===== src/rtl/mem_req_pkg.sv =====
// Shared types and constants for the 2:1 memory request arbiter.
package mem_req_pkg;

  typedef logic route_id_t;

  localparam route_id_t CH0 = 1'b0;
  localparam route_id_t CH1 = 1'b1;

  localparam logic WEN_STORE = 1'b0;
  localparam logic WEN_LOAD  = 1'b1;

endpackage


===== src/rtl/mem_route_fifo.sv =====
// Small FIFO remembering which channel owns each outstanding memory response.
module mem_route_fifo #(
  parameter int unsigned DEPTH = 2,
  parameter int unsigned WIDTH = 1
) (
  input  logic             clk,
  input  logic             rst_n,
  input  logic             push,
  input  logic [WIDTH-1:0] push_data,
  input  logic             pop,
  output logic [WIDTH-1:0] head,
  output logic             full,
  output logic             empty
);

  localparam int unsigned PtrW = (DEPTH > 1) ? $clog2(DEPTH) : 1;
  localparam int unsigned CntW = $clog2(DEPTH + 1);

  logic [WIDTH-1:0] slots_q [DEPTH];
  logic [PtrW-1:0]  wr_ptr_q, rd_ptr_q;
  logic [CntW-1:0]  count_q;
  logic             do_push, do_pop;

  // Explicit wrap keeps DEPTH=1 correct, where the pointer is wider than needed.
  function automatic logic [PtrW-1:0] ptr_inc(input logic [PtrW-1:0] p);
    return (p == PtrW'(DEPTH - 1)) ? '0 : p + PtrW'(1);
  endfunction

  assign full    = (count_q == CntW'(DEPTH));
  assign empty   = (count_q == '0);
  assign do_push = push & ~full;
  assign do_pop  = pop & ~empty;
  assign head    = slots_q[rd_ptr_q];

  always_ff @(posedge clk) begin
    if (!rst_n) begin
      wr_ptr_q <= '0;
      rd_ptr_q <= '0;
      count_q  <= '0;
    end else begin
      if (do_push) begin
        slots_q[wr_ptr_q] <= push_data;
        wr_ptr_q          <= ptr_inc(wr_ptr_q);
      end
      if (do_pop) begin
        rd_ptr_q <= ptr_inc(rd_ptr_q);
      end
      if (do_push && !do_pop) begin
        count_q <= count_q + CntW'(1);
      end else if (!do_push && do_pop) begin
        count_q <= count_q - CntW'(1);
      end
    end
  end

endmodule


===== src/rtl/mem_req_arbiter_2to1.sv =====
// Round-robin 2:1 arbiter onto one memory port, steering responses back in grant order.
module mem_req_arbiter_2to1
  import mem_req_pkg::*;
#(
  parameter int unsigned ADDR_WIDTH      = 10,
  parameter int unsigned DATA_WIDTH      = 32,
  parameter int unsigned BE_WIDTH        = DATA_WIDTH / 8,
  parameter int unsigned MAX_OUTSTANDING = 2
) (
  input  logic                  clk,
  input  logic                  rst_n,

  input  logic                  ch0_req_i,
  input  logic [ADDR_WIDTH-1:0] ch0_add_i,
  input  logic                  ch0_wen_i,
  input  logic [DATA_WIDTH-1:0] ch0_wdata_i,
  input  logic [BE_WIDTH-1:0]   ch0_be_i,
  output logic                  ch0_gnt_o,
  output logic                  ch0_r_valid_o,
  output logic [DATA_WIDTH-1:0] ch0_r_rdata_o,

  input  logic                  ch1_req_i,
  input  logic [ADDR_WIDTH-1:0] ch1_add_i,
  input  logic                  ch1_wen_i,
  input  logic [DATA_WIDTH-1:0] ch1_wdata_i,
  input  logic [BE_WIDTH-1:0]   ch1_be_i,
  output logic                  ch1_gnt_o,
  output logic                  ch1_r_valid_o,
  output logic [DATA_WIDTH-1:0] ch1_r_rdata_o,

  output logic                  data_req_o,
  output logic [ADDR_WIDTH-1:0] data_add_o,
  output logic                  data_wen_o,
  output logic [DATA_WIDTH-1:0] data_wdata_o,
  output logic [BE_WIDTH-1:0]   data_be_o,
  input  logic                  data_gnt_i,
  input  logic                  data_r_valid_i,
  input  logic [DATA_WIDTH-1:0] data_r_rdata_i,

  output logic                  err_o
);

  route_id_t sel;
  route_id_t last_grant_q;
  route_id_t head;
  logic      fifo_full, fifo_empty;
  logic      handshake, pop;
  logic      err_q;

  always_comb begin
    if (ch0_req_i && ch1_req_i) begin
      sel = ~last_grant_q;
    end else if (ch1_req_i) begin
      sel = CH1;
    end else begin
      sel = CH0;
    end
  end

  assign data_req_o = (ch0_req_i | ch1_req_i) & ~fifo_full & rst_n;
  assign handshake  = data_req_o & data_gnt_i;

  always_comb begin
    if (sel == CH1) begin
      data_add_o   = ch1_add_i;
      data_wen_o   = ch1_wen_i;
      data_wdata_o = ch1_wdata_i;
      data_be_o    = ch1_be_i;
    end else begin
      data_add_o   = ch0_add_i;
      data_wen_o   = ch0_wen_i;
      data_wdata_o = ch0_wdata_i;
      data_be_o    = ch0_be_i;
    end
  end

  assign ch0_gnt_o = handshake & (sel == CH0);
  assign ch1_gnt_o = handshake & (sel == CH1);

  // Responses with no owner are dropped here and flagged below.
  assign pop           = data_r_valid_i & ~fifo_empty & rst_n;
  assign ch0_r_valid_o = pop & (head == CH0);
  assign ch1_r_valid_o = pop & (head == CH1);
  assign ch0_r_rdata_o = data_r_rdata_i;
  assign ch1_r_rdata_o = data_r_rdata_i;
  assign err_o         = err_q;

  always_ff @(posedge clk) begin
    if (!rst_n) begin
      last_grant_q <= CH1;
      err_q        <= 1'b0;
    end else begin
      if (handshake) begin
        last_grant_q <= sel;
      end
      if (data_r_valid_i && fifo_empty) begin
        err_q <= 1'b1;
      end
    end
  end

  mem_route_fifo #(
    .DEPTH (MAX_OUTSTANDING),
    .WIDTH (1)
  ) u_route_fifo (
    .clk       (clk),
    .rst_n     (rst_n),
    .push      (handshake),
    .push_data (sel),
    .pop       (pop),
    .head      (head),
    .full      (fifo_full),
    .empty     (fifo_empty)
  );

endmodule


===== config.mk =====
export PLATFORM = sky130hd
export DESIGN_NAME = mem_req_arbiter_2to1
export DESIGN_NICKNAME = d
export VERILOG_FILES = /design/src/rtl/mem_req_pkg.sv /design/src/rtl/mem_route_fifo.sv /design/src/rtl/mem_req_arbiter_2to1.sv
export SDC_FILE = /design/constraint.sdc
export NUM_CORES = 1
export LEC_CHECK = 0
export CAP_MARGIN = 20
export CORE_AREA = 2 2 97 99
export CTS_CLUSTER_SIZE = 28
export DETAILED_ROUTE_END_ITERATION = 12
export DIE_AREA = 0 0 99 101
export PLACE_DENSITY = 0.65
export SYNTH_ARGS = -nofsm -noshare
export SYNTH_HDL_FRONTEND = slang
export SYNTH_SLANG_ARGS = --single-unit

===== constraint.sdc =====
create_clock -name clk -period 2.3 [get_ports clk]
set_input_delay 0.46 -clock clk [delete_from_list [all_inputs] [get_ports clk]]
set_output_delay 0.46 -clock clk [all_outputs]
set_load 0.005 [all_outputs]

Word level (Yosys, flattened, before mapping)
Memory sizes are Yosys's and may differ from the RTL's. A register that Yosys moved wholly into a read port is not among the register bits.
Cells that the tools add are included.
Widths: inputs -> output; s select.

word-level totals
  output and inout bits = 117
  input port bits = 132
  memories kept = 1
  logic and storage cells = 51
  bits in writable memories = 2
  flip-flop bits (word level) = 6

memory list
  memory                words  bits a word  rd ports  clocked after Yosys merged registers in  wr ports  line                  RTL
  u_route_fifo.slots_q  2      1            1         1                                        1         mem_route_fifo.sv:19  logic [WIDTH-1:0] slots_q [DEPTH];

cells by class
  add/sub/neg operators = 4
  mux-type cells = 15
  equal/unequal tests = 1
  bitwise operators = 17
  reduce and logical (&&, ||, !) cells = 8

operator list
  kind                 number
  $mux 32              1
  $and 1x1->1          11
  $mux 1               10
  $mux 10              1
  $not 1->1            5
  $logic_and 1x1->1    4
  $mux 2               2
  $mux 4               1
  $add 1x1->1 const B  2
  $add 2x1->2 const B  1
  $eq 2x2->1 const B   1
  $logic_not 1->1      2
  $logic_not 2->1      1
  $reduce_bool 2->1    1
  $sub 2x1->2 const B  1
  $or 1x1->1           1

Longest topological paths before layout
Gate-level depths: netlist of the first run.

  depth after elaboration = 10
  mapped depth = 7
  mapped depth without buffers = 7

Cells and area by module
From an unflattened synthesis of the first run, not the netlist that was laid out.

unflattened totals
  cells, all modules = 163
  area, all modules = 1,559.0 µm²

modules (own cells, without submodules)
  module                instances  area an instance (µm²)  seq. area each (µm²)  cells an instance
  mem_req_arbiter_2to1  1          1,252.5                 40.0                  135
  mem_route_fifo        1          306.5                   160.2                 28

Least setup slack after synthesis of the first run
No wires, ideal clock.

  path kind = input port to flip-flop
  start = in ch1_req_i
  end = reg u_route_fifo.count_q[1]
  setup slack = 586 ps
  setup time = 76 ps
  buffers on the path = 0
  data required time = 2,224 ps
  data arrival time = 1,639 ps
  stages on the path = 5
  cell sequence = o2111ai_1 inv_1 ha_1 or3_1 a21boi_0

between the ends
  cells in the longest elaborated chain, start to end = 8
  elaborated cells between the ends (all ways) = 10
  classes of those cells = 1 x mux; 5 x bitwise; 4 x reduce/logical

RTL lines
  element                        line                        RTL
  start, declared                mem_req_arbiter_2to1.sv:22  input logic ch1_req_i,
  $or 1x1->1 (*)                 mem_req_arbiter_2to1.sv:60  assign data_req_o = (ch0_req_i | ch1_req_i) & ~fifo_full & rst_n;
  $and 1x1->1 (*) (2 in series)  mem_req_arbiter_2to1.sv:60
  $and 1x1->1 (*)                mem_req_arbiter_2to1.sv:61  assign handshake = data_req_o & data_gnt_i;
  $and 1x1->1 (*)                mem_route_fifo.sv:31        assign do_push = push & ~full;
  via u_route_fifo.do_push       mem_route_fifo.sv:22        logic do_push, do_pop;
  $logic_not 1->1                mem_route_fifo.sv:50        end else if (!do_push && do_pop) begin
  $logic_and 1x1->1              mem_route_fifo.sv:50
  $reduce_bool 2->1 (no line)    --
  end signal, assigned           mem_route_fifo.sv:49        count_q <= count_q + CntW'(1);
  end signal, assigned           mem_route_fifo.sv:51        count_q <= count_q - CntW'(1);
  end, declared                  mem_route_fifo.sv:21        logic [CntW-1:0] count_q;

Mark *: on every way through the listed nets, which the timed path passes. The rest lies on a longest branch.
A chain may end at the register's enable or synchronous reset.

Worst setup path after layout of the first run
  start = in ch0_req_i
  end = out data_add_o[9]

between the ends
  cells in the longest elaborated chain, start to end = 3

RTL lines
  element            line                        RTL
  start, declared    mem_req_arbiter_2to1.sv:13  input logic ch0_req_i,
  $logic_and 1x1->1  mem_req_arbiter_2to1.sv:51  if (ch0_req_i && ch1_req_i) begin
  $mux 1             mem_req_arbiter_2to1.sv:51
  $mux 10            mem_req_arbiter_2to1.sv:64  if (sel == CH1) begin
  end, declared      mem_req_arbiter_2to1.sv:32  output logic [ADDR_WIDTH-1:0] data_add_o,

No other way between the ends.

==> results of run 1 <==
==> worst max-delay path by stage <==
stage | cells past startpoint | end | startpoint | slack (ns)
5_1_grt | 7 | data_be_o[3] | ch1_req_i | 0.05
3_5_place_dp | 5 | data_be_o[0] | ch1_req_i | -0.47
3_3_place_gp | 5 | data_be_o[0] | ch1_req_i | -0.44
2_1_floorplan | 5 | u_route_fifo.count_q[1]$_SDFFE_PN0P_ | ch1_req_i | 0.59
4_1_cts | 7 | data_wen_o | ch1_req_i | -0.02
6_report | 7 | data_add_o[9] | ch0_req_i | 0.10
==> routing by layer <==
metal | vias to the layer above | global-route usage | wire, microns
li1 | 676 | - | -
met1 | 646 | 0.1205 | 2040
met2 | 113 | 0.1933 | 3070
met3 | 12 | 0.02427 | 599
met4 | 0 | 0.03267 | 71
met5 | - | 0 | 0
==> power by group <==
group,total [mW],leakage [nW],switching (mW),internal [mW]
sequential,0.201,0.0762,0.0194,0.181
combinational,0.534,1.05,0.157,0.376
clock,0.185,0.0228,0.0639,0.121
total,0.919,1.15,0.240,0.679
==> cells in the final DEF (no fill, tap or decap), types with 4 or more instances in the layout <==
master / instances
buf_12: 4
buf_2: 4
buf_4: 7
clkdlybuf4s15_1: 5
clkdlybuf4s50_1: 100
dfxtp_1: 7
dlygate4sd2_1: 41
mux2_2: 43
nor2_1: 4
==> repair_timing <==
| item | 4_1_cts | 5_1_grt |
|---|---|---|
| hold buffers | 0 | 0 |
| buffers inserted | 3 | 0 |
| setup endpoints to repair | 52 | 15 |
| gates resized for setup | 76 | 2 |
| pin swaps | 1 | 1 |
| cloned | 3 | 0 |
==> per-stage QoR <==
stage	hold slack (ns)	setup WS (ns)	util	cells
after CTS	0.4868	-0.01534	0.3155	369
after floorplan	0.4459	0.5857	-	157
after detailed placement	0.4762	-0.4683	0.3031	359
after global routing	0.5166	0.04585	0.3144	369
after global placement	0.4576	-0.4402	0.3031	359
final	0.4808	0.1001	0.3144	369
==> cell type report <==
type / count / area [sq um] / share of cell area
clock buffer: 4 / 45.04 / 0.01596
multi-input combinational: 77 / 768.2 / 0.2722
inverter: 1 / 3.754 / 0.001330
timing repair buffer: 167 / 1667 / 0.5904
sequential: 9 / 200.2 / 0.07092
tap: 111 / 138.9 / 0.04920
==> synthesized netlist by cell type, drive strengths merged (2+ instances only) <==
master,n
a21boi,2
edfxtp,2
nor2,4
nor2b,2
mux2,47
o21ai,2
mux2i,2
and4,2
and2,4
dfxtp,7
buf,69
xnor2,2
==> cells by family (layout without fill, tap and decap cells) <==
family / after synthesis / in the layout / synth area share
buffers and inverters: 71 / 172 / 0.3580
multiplexers: 49 / 49 / 0.3655
AND/OR/NAND/NOR: 15 / 15 / 0.06494
AO/OA/AOI/OAI: 9 / 9 / 0.05246
flip-flops: 9 / 9 / 0.1332
XOR/XNOR: 3 / 3 / 0.01749
adder cells (fa/ha/maj): 1 / 1 / 0.008325
==> worst register-to-register path, cell delays in order, from the launching register on <==
cell and delay (ns):
dfxtp_1 0.45, nand2b_4 0.20, o2111ai_1 0.15, buf_4 0.19
inv_1 0.07, ha_1 0.24, or3_1 0.34, a21boi_0 0.20
==> metrics.yaml, run 1 <==
cts.path.max_buffers: 2
slew_viol_final: 0
synth_warnings: 0
clock-sinks: 9
rsz0062_at_grt: "no"
fp.dieH_microns: 101
reg2reg_from: "u_route_fifo.count_q[0]$_SDFFE_PN0P_"
grt_usage: 0.1053
synth-seq-cells: 9
finClkSkew_ns: 0.0008887
drt-initial-drc-count: 8
yosysSeqAreaShare: 0.1332
cellPowerDensity_mw_per_mm2: 325.6
drc: 0
postRouteAntennaNets: 0
grt_max_degree: 16
fmax_mhz: 454.6
pin_count: 249
cp.required_ns: 1.84
drive_above_1_share: 0.2868
critical-path-top-delay-family: "buffers and inverters"
reg2reg_slack_ns: 0.39
first_pass_iters: 3
cp_cell_sequence: "clkbuf_2 > a21boi_4 > buf_12 > buf_6 > buf_16 > mux2_2 > dlygate4sd2_1"
hold_depth: 1
ctsRootBufferMaster: "clkbuf_8"
vias_per_cell: 3.921
wl_microns: 5781
cts_tree: "done"
total_power_mw: 0.9191
fillCellCount: 962
holdPathEnd: "u_route_fifo.wr_ptr_q$_SDFFE_PN0P_"
grt_pass1_vias: 1536
arrival_ns: 1.74
synth_largest_area_cell: "buf_4"
fin_setup_tns_ns: 0
overflow: 0
syn_inst: 157
critPathMaxFanout: 10
coreArea_sq_mm: 0.008977
synth_top_area_share: 0.3297
crit_path_max_incr_delay_ns: 0.32
layout.nets: 392
finalCritPeriodShare: 0.9565
htreeDepth: 1
synth_flop_cell: "dfxtp_1"
holdCritStartpoint: "u_route_fifo.wr_ptr_q$_SDFFE_PN0P_"
grt_pass1_wl_microns: 8245
initial_utilization: 0.1674
p_leak_nw: 1.152
area_growth_pct: 87.84
worst_setup_path_start_kind: "input pin"
ys_async_sr_fraction: 0
synth.distinct_cells: 28
min_period_ns: 2.200
slowest_stage: "mux2_2"
clk_pin_slew_worst_paths_ns: 0.05
crit_buf_inv: 5
post_drt_wl_per_cell_microns: 15.67
syn_area_sq_mm: 0.001503
ir_drop_mv: 0.1484
reg2reg_to: "u_route_fifo.count_q[1]$_SDFFE_PN0P_"
cap_violations: 0
hold_viol_final: 0
setup_viol: 0
worstSetupEndpointType: "primary output"
num_rows: 35
max_slew_margin: 0.8338
hold_path.class: "reg -> reg"
tightestPinTransition_ns: 0.2490
antenna_found_initial: 0
worstSkewPairLatency_ns: 0.23
synth.avg_cell_area_sq_um: 9.571
syn-num-nets: 290
hpwlAfterDp_microns: 4617
placed_area_sq_mm: 0.002721
worstSetupPathType: "in -> out"
dieWidth_microns: 99
io_buffers: 152
fin_area_sq_mm: 0.002823
die-area_sq_mm: 0.009999
gp_congestion: 0.6564
status: "complete, no violations"
reg2regPathDepth: 7
synthTopCellsByArea: "buf_4 33%, mux2_2 32%, dfxtp_1 9.3%, edfxtp_1 4.0%, mux2_1 3.0%"
num_vias: 1447
synth_edf_count: 2
cts_buffers: 3
diodes: 0
Power figures use the tool's default switching activity.
==> run 2: changes to the inputs <==
- CORE_AREA: 2 2 97 99 -> 2 2 95 97
- DIE_AREA: 0 0 99 101 -> 0 0 97 99
- PLACE_DENSITY: 0.65 -> 0.68
- clock period: 2.3 -> 2.6 ns (I/O delays scaled with it)
==> run 2 against run 1 <==
Critical path depth decreased by 1. Via count decreased by 2.6%. Clock power decreased by 14%. Sequential cell count unchanged. Worst hold slack about the same. Total power decreased by 13%. Largest power group unchanged. First-iteration DRC count increased by 38%. Register-to-register slack improved by 0.38 ns.
==> metrics.yaml, run 2 (synthesized netlist as in run 1, its figures left out) <==
status: "complete, no violations"  # unchanged
critPathMaxFanout: 9  # was 10
seqPwrFrac: 0.221  # was 0.218
min_period_ns: 2.550
pwr-share-clk: 0.200  # was 0.201
cap_violations: 0  # unchanged
grt_pass1_wl_microns: 7872  # was 8245 microns
cts_hold_buf: 0  # unchanged
setup_viol: 0  # unchanged
num_vias: 1409  # was 1447
slowest_stage: "clkdlybuf4s50_1"  # was mux2_2
overflow: 0  # unchanged
rsz0062_at_grt: "yes"  # was no
tightestPinTransition_ns: 0.2624  # was 0.2490 ns
gp_congestion: 0.7243  # was 0.6564
internal-power_mw: 0.6030  # was 0.6786 mW
hpwlAfterDp_microns: 4198  # was 4617 microns
pin_count: 249  # unchanged
clk_pin_slew_worst_paths_ns: 0.04  # was 0.05 ns
cp_cell_sequence: "dlygate4sd2_1 > a21boi_4 > buf_6 > buf_12 > mux2_2 > clkdlybuf4s50_1"  # was clkbuf_2 > a21boi_4 > buf_12 > buf_6 > buf_16 > mux2_2 > dlygate4sd2_1
diodes: 0  # unchanged
cellPowerDensity_mw_per_mm2: 283.6  # was 325.6 mW/mm^2
vias_per_cell: 3.850  # was 3.921
clock-sinks: 9  # unchanged
crit_path_max_incr_delay_ns: 0.45  # was 0.32 ns
hold_depth: 1  # unchanged
reg2reg_from: "u_route_fifo.count_q[0]$_SDFFE_PN0P_"  # unchanged
placed_area_sq_mm: 0.002695  # was 0.002721 sq mm
cp.required_ns: 2.08  # was 1.84 ns
htreeDepth: 1  # unchanged
finalCritPeriodShare: 0.9807
critical-path-top-delay-family: "buffers and inverters"  # unchanged
io_buffers: 152  # unchanged
fp.dieH_microns: 99  # was 101 microns
met2_length_microns: 2639  # was 3070 microns
coreArea_sq_mm: 0.008551  # was 0.008977 sq mm
post_drt_wl_per_cell_microns: 14.33  # was 15.67 microns
hold_path.class: "reg -> reg"  # unchanged
ir_drop_mv: 0.1816  # was 0.1484 mV
crit_buf_inv: 4  # was 5
fillCellCount: 860  # was 962
finClkSkew_ns: 0.001839  # was 0.0008887 ns
cts.path.max_buffers: 2  # unchanged
p_leak_nw: 1.170  # was 1.152 nW
initial_utilization: 0.1757  # was 0.1674
worstSetupPathType: "in -> out"  # unchanged
total_power_mw: 0.8014  # was 0.9191 mW
holdPathEnd: "u_route_fifo.wr_ptr_q$_SDFFE_PN0P_"  # unchanged
grt_max_degree: 16  # unchanged
final_cell_mix: "114 x clkdlybuf4s50_1, 43 x mux2_2, 31 x dlygate4sd2_1, 8 x buf_4, 7 x dfxtp_1"  # was 100 x clkdlybuf4s50_1, 43 x mux2_2, 41 x dlygate4sd2_1, 7 x dfxtp_1, 7 x buf_4
fin_area_sq_mm: 0.002825  # was 0.002823 sq mm
drive_above_1_share: 0.2636  # was 0.2868
worst_setup_path_start_kind: "input pin"  # unchanged
max_slew_margin: 0.8246  # was 0.8338
layout.nets: 392  # unchanged
cts_buffers: 3  # unchanged
worstSetupEndpointType: "primary output"  # unchanged
switchingPower_mw: 0.1984  # was 0.2405 mW
p_sw_frac: 0.2476  # was 0.2617
combPwrFrac: 0.580  # was 0.581
top_layer_used: "met4"  # unchanged
drc: 0  # unchanged
final_common_cell: "clkdlybuf4s50_1"  # unchanged
fmax_mhz: 392.2
wl_microns: 5243  # was 5781 microns
ctsRootBufferMaster: "clkbuf_8"  # unchanged
antenna_found_initial: 0  # unchanged
dieWidth_microns: 97  # was 99 microns
postRouteAntennaNets: 0  # unchanged
wl_met1_microns: 1869  # was 2040 microns
reg2regPathDepth: 7  # unchanged
area_growth_pct: 88.01  # was 87.84%
die-area_sq_mm: 0.009603  # was 0.009999 sq mm
route.met3.wl_microns: 629  # was 599 microns
drt-initial-drc-count: 11  # was 8
holdCritStartpoint: "u_route_fifo.wr_ptr_q$_SDFFE_PN0P_"  # unchanged
grt_pass1_vias: 1534  # was 1536
reg2reg_slack_ns: 0.77  # was 0.39 ns
reg2reg_to: "u_route_fifo.count_q[1]$_SDFFE_PN0P_"  # unchanged
slew_viol_final: 0  # unchanged
worstSkewPairLatency_ns: 0.23  # about the same
hold_viol_final: 0  # unchanged
post-place-cells: 353  # was 359
grt_usage: 0.1026  # was 0.1053
first_pass_iters: 3  # unchanged
cts_tree: "done"  # unchanged
arrival_ns: 2.03  # was 1.74 ns
num_rows: 34  # was 35
stdcell_count: 366  # was 369
run 2: cell types whose count changed in the layout (fill, tap and decap cells not counted), moves of 3 or more:
| cell | delta |
|---|---|
| buf_2 | -4 |
| buf_16 | -3 |
| clkdlybuf4s15_1 | -5 |
| clkdlybuf4s50_1 | +14 |
| dlymetal6s2s_1 | +6 |
| buf_6 | +3 |
| dlygate4sd2_1 | -10 |
run 2: power by group through the flow:
stage | clock (mW) | sequential (mW) | combinational [mW]
after global placement | 0 | 0.178 | 0.468
final | 0.160 | 0.177 | 0.464
after detailed placement | 0 | 0.179 | 0.471
after global routing | 0.172 | 0.179 | 0.499
after floorplan | 0 | 0.177 | 0.241
after CTS | 0.166 | 0.177 | 0.483
run 2: repair_timing:
item / in CTS / in global routing
gates resized for setup: 39 / 6
pin swaps: 1 / 0
setup endpoints to repair: 48 / 16
setup buffers: 8 / 0
cloned: 2 / 0
run 2: routing by layer:
layer,global-route usage,up-vias
met5,0,-
met4,0.03250,0
met3,0.04043,13
met2,0.1891,115
met1,0.1072,599
li1,-,682
run 2: worst max path at each step:
stage,from,end,slack [ns],depth (start not counted)
6_report,ch1_req_i,data_wdata_o[29],0.05,6
3_5_place_dp,ch1_req_i,data_wdata_o[16],-0.25,5
4_1_cts,ch1_req_i,data_be_o[0],0.03,6
5_1_grt,ch1_req_i,data_wdata_o[17],-0.004,5
2_1_floorplan,ch1_req_i,data_add_o[9],0.80,3
3_3_place_gp,ch1_req_i,data_wdata_o[16],-0.23,5
run 2: through the flow:
stage	util	hold WS (ns)	worst slack, ns	TNS, ns
after floorplan	-	0.4459	0.7974	0
after global placement	0.3152	0.4619	-0.2283	-8.620
after detailed placement	0.3152	0.4773	-0.2549	-9.851
after CTS	0.3319	0.4873	0.02771	0
after global routing	0.3304	0.5203	-0.004379	-0.008891
final	0.3304	0.4807	0.05025	0
run 2: worst reg2reg max path, cell delays in order (launching register included):
cell and delay (ns):
dfxtp_1 0.44, nand2b_4 0.20, o2111ai_1 0.13, buf_4 0.18
inv_1 0.06, ha_1 0.25, or3_1 0.34, a21boi_0 0.15
run 2: cell type report:
type                    instances  area [sq um]  area share
repair buffers                167          1677      0.5934
multi-input cells              77         764.5      0.2706
flip-flops and latches          9         200.2     0.07086
well taps                     108         135.1     0.04783
clock buffers                   4         45.04     0.01594
inverters                       1         3.754    0.001329
